`config.mk`:
```
export PLATFORM = sky130hd
export DESIGN_NAME = pll_reset_sequencer
export DESIGN_NICKNAME = d
export VERILOG_FILES = /design/src/rtl/pll_seq_pkg.sv /design/src/rtl/minsoc_sync_2ff.sv /design/src/rtl/pll_reset_sequencer.sv
export SDC_FILE = /design/constraint.sdc
export NUM_CORES = 1
export LEC_CHECK = 0
export ABC_CLOCK_PERIOD_IN_PS = 2100
export BUFFER_PORTS_ARGS = -buffer_cell sky130_fd_sc_hd__buf_2
export CORE_ASPECT_RATIO = 2
export CORE_MARGIN = 2
export CORE_UTILIZATION = 40
export DETAILED_ROUTE_END_ITERATION = 10
export HOLD_SLACK_MARGIN = 0.15
export PLACE_DENSITY = 0.58
export SKIP_LAST_GASP = 1
export SLEW_MARGIN = 10
export SYNTH_ARGS = -nofsm -noshare
export SYNTH_HDL_FRONTEND = slang
export SYNTH_HIERARCHICAL = 1
export SYNTH_SLANG_ARGS = --single-unit
```
`constraint.sdc`:
```
create_clock -name clk -period 2.1 [get_ports clk]
set_clock_uncertainty 0.05 [all_clocks]
set_input_delay 0.21 -clock clk [delete_from_list [all_inputs] [get_ports clk]]
set_output_delay 0.21 -clock clk [all_outputs]
set_load 0.02 [all_outputs]
```
`src/rtl/pll_seq_pkg.sv`:
```
// Shared constants for the PLL / SoC reset sequencer: state encodings,
// lock-loss counter width, default cycle counts and a small max helper.
package pll_seq_pkg;

  localparam logic [1:0] RESET_PLL = 2'd0;
  localparam logic [1:0] WAIT_LOCK = 2'd1;
  localparam logic [1:0] STABLE    = 2'd2;
  localparam logic [1:0] RUN       = 2'd3;

  localparam int unsigned LOCK_LOSS_W = 8;

  localparam int unsigned ARESET_CYCLES_DEF  = 16;
  localparam int unsigned STABLE_CYCLES_DEF  = 1024;
  localparam int unsigned TIMEOUT_CYCLES_DEF = 65536;
  localparam int unsigned CNT_W_DEF          = 17;

  // Largest of three cycle counts; sizes the counter saturation point.
  function automatic int unsigned max3(input int unsigned a,
                                       input int unsigned b,
                                       input int unsigned c);
    int unsigned m;
    m = (a > b) ? a : b;
    return (m > c) ? m : c;
  endfunction

endpackage

```
`src/rtl/minsoc_sync_2ff.sv`:
```
// 1-bit two-flop synchronizer for asynchronous status inputs,
// synchronous active-high reset to 0.
module minsoc_sync_2ff (
  input  logic clk,
  input  logic rst,
  input  logic i_d,
  output logic o_q
);

  logic r_meta;
  logic r_sync;

  // Two-stage capture of the asynchronous input.
  always_ff @(posedge clk) begin
    if (rst) begin
      r_meta <= 1'b0;
      r_sync <= 1'b0;
    end else begin
      r_meta <= i_d;
      r_sync <= r_meta;
    end
  end

  assign o_q = r_sync;

endmodule

```
`src/rtl/pll_reset_sequencer.sv`:
```
// PLL areset pulse, lock qualification and SoC reset release, with
// lock-loss restart. Runs on the board reference clock (PLL inclk0).
// Optional macro PLL_SEQ_TIMEOUT_EN: forced PLL restart when WAIT_LOCK
// lasts TIMEOUT_CYCLES without lock.
module pll_reset_sequencer
  import pll_seq_pkg::*;
#(
  parameter int unsigned ARESET_CYCLES  = ARESET_CYCLES_DEF,
  parameter int unsigned STABLE_CYCLES  = STABLE_CYCLES_DEF,
  parameter int unsigned TIMEOUT_CYCLES = TIMEOUT_CYCLES_DEF,
  parameter int unsigned CNT_W          = CNT_W_DEF
) (
  input  logic                   clk,
  input  logic                   rst,
  input  logic                   pll_locked,
  input  logic                   restart,
  output logic                   pll_areset,
  output logic                   sys_rst,
  output logic                   ready,
  output logic [1:0]             state,
  output logic [LOCK_LOSS_W-1:0] lock_loss_cnt
);

  localparam logic [CNT_W-1:0] ARESET_LAST = CNT_W'(ARESET_CYCLES - 1);
  localparam logic [CNT_W-1:0] STABLE_LAST = CNT_W'(STABLE_CYCLES - 1);
  localparam logic [CNT_W-1:0] CNT_CAP     =
    CNT_W'(max3(ARESET_CYCLES, STABLE_CYCLES, TIMEOUT_CYCLES) - 1);
`ifdef PLL_SEQ_TIMEOUT_EN
  localparam logic [CNT_W-1:0] TIMEOUT_LAST = CNT_W'(TIMEOUT_CYCLES - 1);
`endif
  localparam logic [LOCK_LOSS_W-1:0] LLC_MAX = '1;

  logic [1:0]             r_state;
  logic [CNT_W-1:0]       r_cnt;
  logic                   r_pll_areset;
  logic                   r_sys_rst;
  logic                   r_ready;
  logic [LOCK_LOSS_W-1:0] r_lock_loss_cnt;

  logic                   w_lock_sync;
  logic [1:0]             w_state_nxt;
  logic [CNT_W-1:0]       w_cnt_nxt;
  logic [CNT_W-1:0]       w_cnt_inc;
  logic [LOCK_LOSS_W-1:0] w_llc_nxt;

  minsoc_sync_2ff u_lock_sync (
    .clk (clk),
    .rst (rst),
    .i_d (pll_locked),
    .o_q (w_lock_sync)
  );

  // Counter increment that parks at the largest terminal value instead of wrapping.
  assign w_cnt_inc = (r_cnt == CNT_CAP) ? r_cnt : r_cnt + CNT_W'(1);

  // Next-state, counter and lock-loss logic; restart overrides everything.
  always_comb begin
    w_state_nxt = r_state;
    w_cnt_nxt   = '0;
    w_llc_nxt   = r_lock_loss_cnt;
    if (restart) begin
      w_state_nxt = RESET_PLL;
    end else begin
      case (r_state)
        RESET_PLL: begin
          if (r_cnt == ARESET_LAST) w_state_nxt = WAIT_LOCK;
          else                      w_cnt_nxt   = w_cnt_inc;
        end
        WAIT_LOCK: begin
          if (w_lock_sync) w_state_nxt = STABLE;
`ifdef PLL_SEQ_TIMEOUT_EN
          else if (r_cnt == TIMEOUT_LAST) w_state_nxt = RESET_PLL;
          else                            w_cnt_nxt   = w_cnt_inc;
`endif
        end
        STABLE: begin
          if (!w_lock_sync)              w_state_nxt = WAIT_LOCK;
          else if (r_cnt == STABLE_LAST) w_state_nxt = RUN;
          else                           w_cnt_nxt   = w_cnt_inc;
        end
        RUN: begin
          if (!w_lock_sync) begin
            w_state_nxt = RESET_PLL;
            if (r_lock_loss_cnt != LLC_MAX)
              w_llc_nxt = r_lock_loss_cnt + LOCK_LOSS_W'(1);
          end
        end
        default: w_state_nxt = RESET_PLL;
      endcase
    end
  end

  // State, counter and registered outputs, all updated on the same edge.
  always_ff @(posedge clk) begin
    if (rst) begin
      r_state         <= RESET_PLL;
      r_cnt           <= '0;
      r_pll_areset    <= 1'b1;
      r_sys_rst       <= 1'b1;
      r_ready         <= 1'b0;
      r_lock_loss_cnt <= '0;
    end else begin
      r_state         <= w_state_nxt;
      r_cnt           <= w_cnt_nxt;
      r_pll_areset    <= (w_state_nxt == RESET_PLL);
      r_sys_rst       <= (w_state_nxt != RUN);
      r_ready         <= (w_state_nxt == RUN);
      r_lock_loss_cnt <= w_llc_nxt;
    end
  end

  assign state         = r_state;
  assign pll_areset    = r_pll_areset;
  assign sys_rst       = r_sys_rst;
  assign ready         = r_ready;
  assign lock_loss_cnt = r_lock_loss_cnt;

endmodule

```
==> run_results.csv <==
group,metric,value,unit
power,ir_worst_vdd,0.597,mV
drt,via_count,1472,
hold_path,min_from,"rst",
finish,ff_latch_area,641,um^2
timing,rsz0062_at_grt,"false",
drt,viasPerCell,5.77,
synth,synth.distinct_cells,49,
clocking,clock_latency,0.28,ns
synth,synth-edff-count,0,
worst_setup_path,arrival,2.04,ns
finish,finalCoreUtilization,49.3,%
drt,post_drt_wl_per_cell,15.6,um
drt,dr.pass1.iters,4,
synth,yosysMostFrequentCell,"dfxtp_1",
synth,synthTopCellsByCount,"dfxtp_1, a21oi_1, nor2_1, nand2_1, o31ai_1",
synth,synth_warnings,6,
synth,synth_top_area_cell,"dfxtp_1",
drt,drt-initial-drc-count,21,
worst_setup_path,reg2reg_from,"r_cnt[0]",
synth,netlist_instances,176,
clocking,htree_levels,2,
drt,finalWirelength,3.99,mm
synth,synth_nets,182,
timing,relSlewSlack,57.9,%
die,fp.dieH,93.4,um
synth,ys_ff_latch,32,
finish,stdcell_count,255,
global_route,grt_pass1_vias,1546,
worst_setup_path,crit_start,"r_cnt[0]",
timing,finalSetupViolCount,0,
die,die_w,48.7,um
synth,synth_top_area_share,40.1,%
global_route,grt_max_degree,14,
synth,yosysSeqAreaShare,40.1,%
drt,detail-route-antenna-nets,0,
synth,synth_area_leaders,"dfxtp_1, a21oi_1, o31ai_1",
finish,antenna_cells,0,
clocking,cts_resized,0,
placement,pre_cts_slack,0.209,ns
drt,drc,0,
timing,hold_viol,0,
worst_setup_path,path_max_fanout,7,
run,drv_cap,0,
power,powerDensity,646,mW/mm^2
timing,period_needed,1.90,ns
placement,portBuffers,16,
die,core_region_area,0.00384,mm^2
timing,drv_slew,0,
clocking,path_clk_slew,0.07,ns
worst_setup_path,end_kind,"flop",
die,rows,32,
timing,tightest_slew,0.626,ns
synth,ys.flop_type,"dfxtp_1",
placement,gp_congestion,0.882,
finish,multi_input_area,922,um^2
finish,finalNetCount,209,
synth,avgSynthCellArea,9.09,um^2
hold_path,hold_path_class,"in2reg",
power,leakage,0.662,nW
timing,fin_ws,0.202,ns
placement,placed_cells,245,
global_route,grt_util_all_layers,19.1,%
finish,drive_gt1_share,20.1,%
global_route,grt.overflow.total,0,
timing,period_share,90.4,%
clocking,cts_root_buf,"clkbuf_8",
clocking,cts_tree,"yes",
die,boundaryPins,17,
global_route,antenna_found_initial,0,
timing,fmax,0.527,GHz
synth,syn-cell-area,0.00160,mm^2
die,start_util,41.6,%
timing,fin_tns_setup,0,ns
clocking,clock_path_buffers,2,
run_status,outcome,"finished clean",
worst_setup_path,path_class,"reg2reg",
worst_setup_path,crit_path_start_kind,"flop",
global_route,grt_pass1_wl,6.76,mm
finish,area_delta_synth_final,18.5,%
clocking,cts_sinks,32,
worst_setup_path,critPathRequiredTime,2.25,ns
die,die_area,0.00455,mm^2
clocking,cts_inserted_buffers,5,
placement,dp_hpwl,3.08,mm
finish,filler_cell_count,404,
synth,async_flop_share,0,%
clocking,post_cts_buffers,0,
stage by stage:
stage,power [mW],hold slack (ns),area [um^2]
floorplan,0.644,0.232,1600
global placement,0.652,0.377,1760
detailed placement,0.653,0.379,1760
CTS,1.24,0.204,1890
global route,1.26,0.225,1890
finish,1.22,0.208,1890
cell usage in the layout, fill, tap and decap left out, drive strengths merged, types with 9 or more instances in the layout:
| cell | count |
|---|---|
| a21oi | 17 |
| buf | 22 |
| dfxtp | 32 |
| nand2 | 13 |
| nand3 | 9 |
| nor2 | 16 |
| o31ai | 10 |
cell type report:
cell class,count,share of cell area (%)
Inverter,3,0.594
Multi-Input combinational cell,137,48.7
Tap cell,51,3.37
Clock buffer,5,3.63
Clock inverter,3,2.25
Sequential cell,32,33.8
Timing Repair Buffer,24,7.66
logic make-up (layout without fill, tap and decap cells):
| family | after synthesis | after routing | share of synthesized area, % |
|---|---|---|---|
| buffers and inverters | 7 | 35 | 2.27 |
| AOI/OAI and AO/OA | 45 | 45 | 19.6 |
| adders and majority gates | 2 | 2 | 1.56 |
| muxes | 2 | 2 | 1.25 |
| and+or+nand+nor | 81 | 81 | 31.5 |
| xor gates and xnor gates | 7 | 7 | 3.83 |
| DFF | 32 | 32 | 40.1 |
per-layer routing:
| layer | track usage, % | vias up | share of wire, % |
|---|---|---|---|
| met2 | 38.8 | 31 | 59 |
| li1 | - | 726 | - |
| met5 | 0 | - | 0 |
| met1 | 15.7 | 708 | 35 |
| met4 | 12.1 | 0 | 2.9 |
| met3 | 3.83 | 7 | 2.9 |
worst max-delay path, stage by stage (launching register included):
cell	delay [ns]
dfxtp_1	0.36
ha_1	0.27
and3_1	0.23
a311oi_1	0.41
o31ai_4	0.14
buf_4	0.19
a211oi_1	0.17
sequential cells by signal, summed over array words and instances, names as in the netlist:
name and count:
r_cnt 17, lock_loss_cnt 8, state 2, pll_areset 1, ready 1, sys_rst 1
u_lock_sync/o_q 1, u_lock_sync/r_meta 1
final timing paths:
| check | endpoint | slack (ns) | cells past startpoint |
|---|---|---|---|
| setup / recovery | r_cnt[10] | 0.20 | 6 |
| hold reg to reg | u_lock_sync/o_q | 0.39 | 1 |
| hold / removal | lock_loss_cnt[1] | 0.21 | 2 |
| setup reg to reg | r_cnt[10] | 0.20 | 6 |
where the power goes:
group          total (mW)  switching, mW  internal [mW]
clock               0.581          0.230          0.351
combinational      0.0276         0.0146         0.0130
sequential          0.614        0.00409          0.610
total                1.22          0.249          0.974
timing repair:
action                                 4_1_cts  5_1_grt
setup endpoints to repair                    0        0
hold buffers                                 2        0
endpoints found under the hold margin        2        0
No activity file was read; power rests on OpenSTA's default activity.
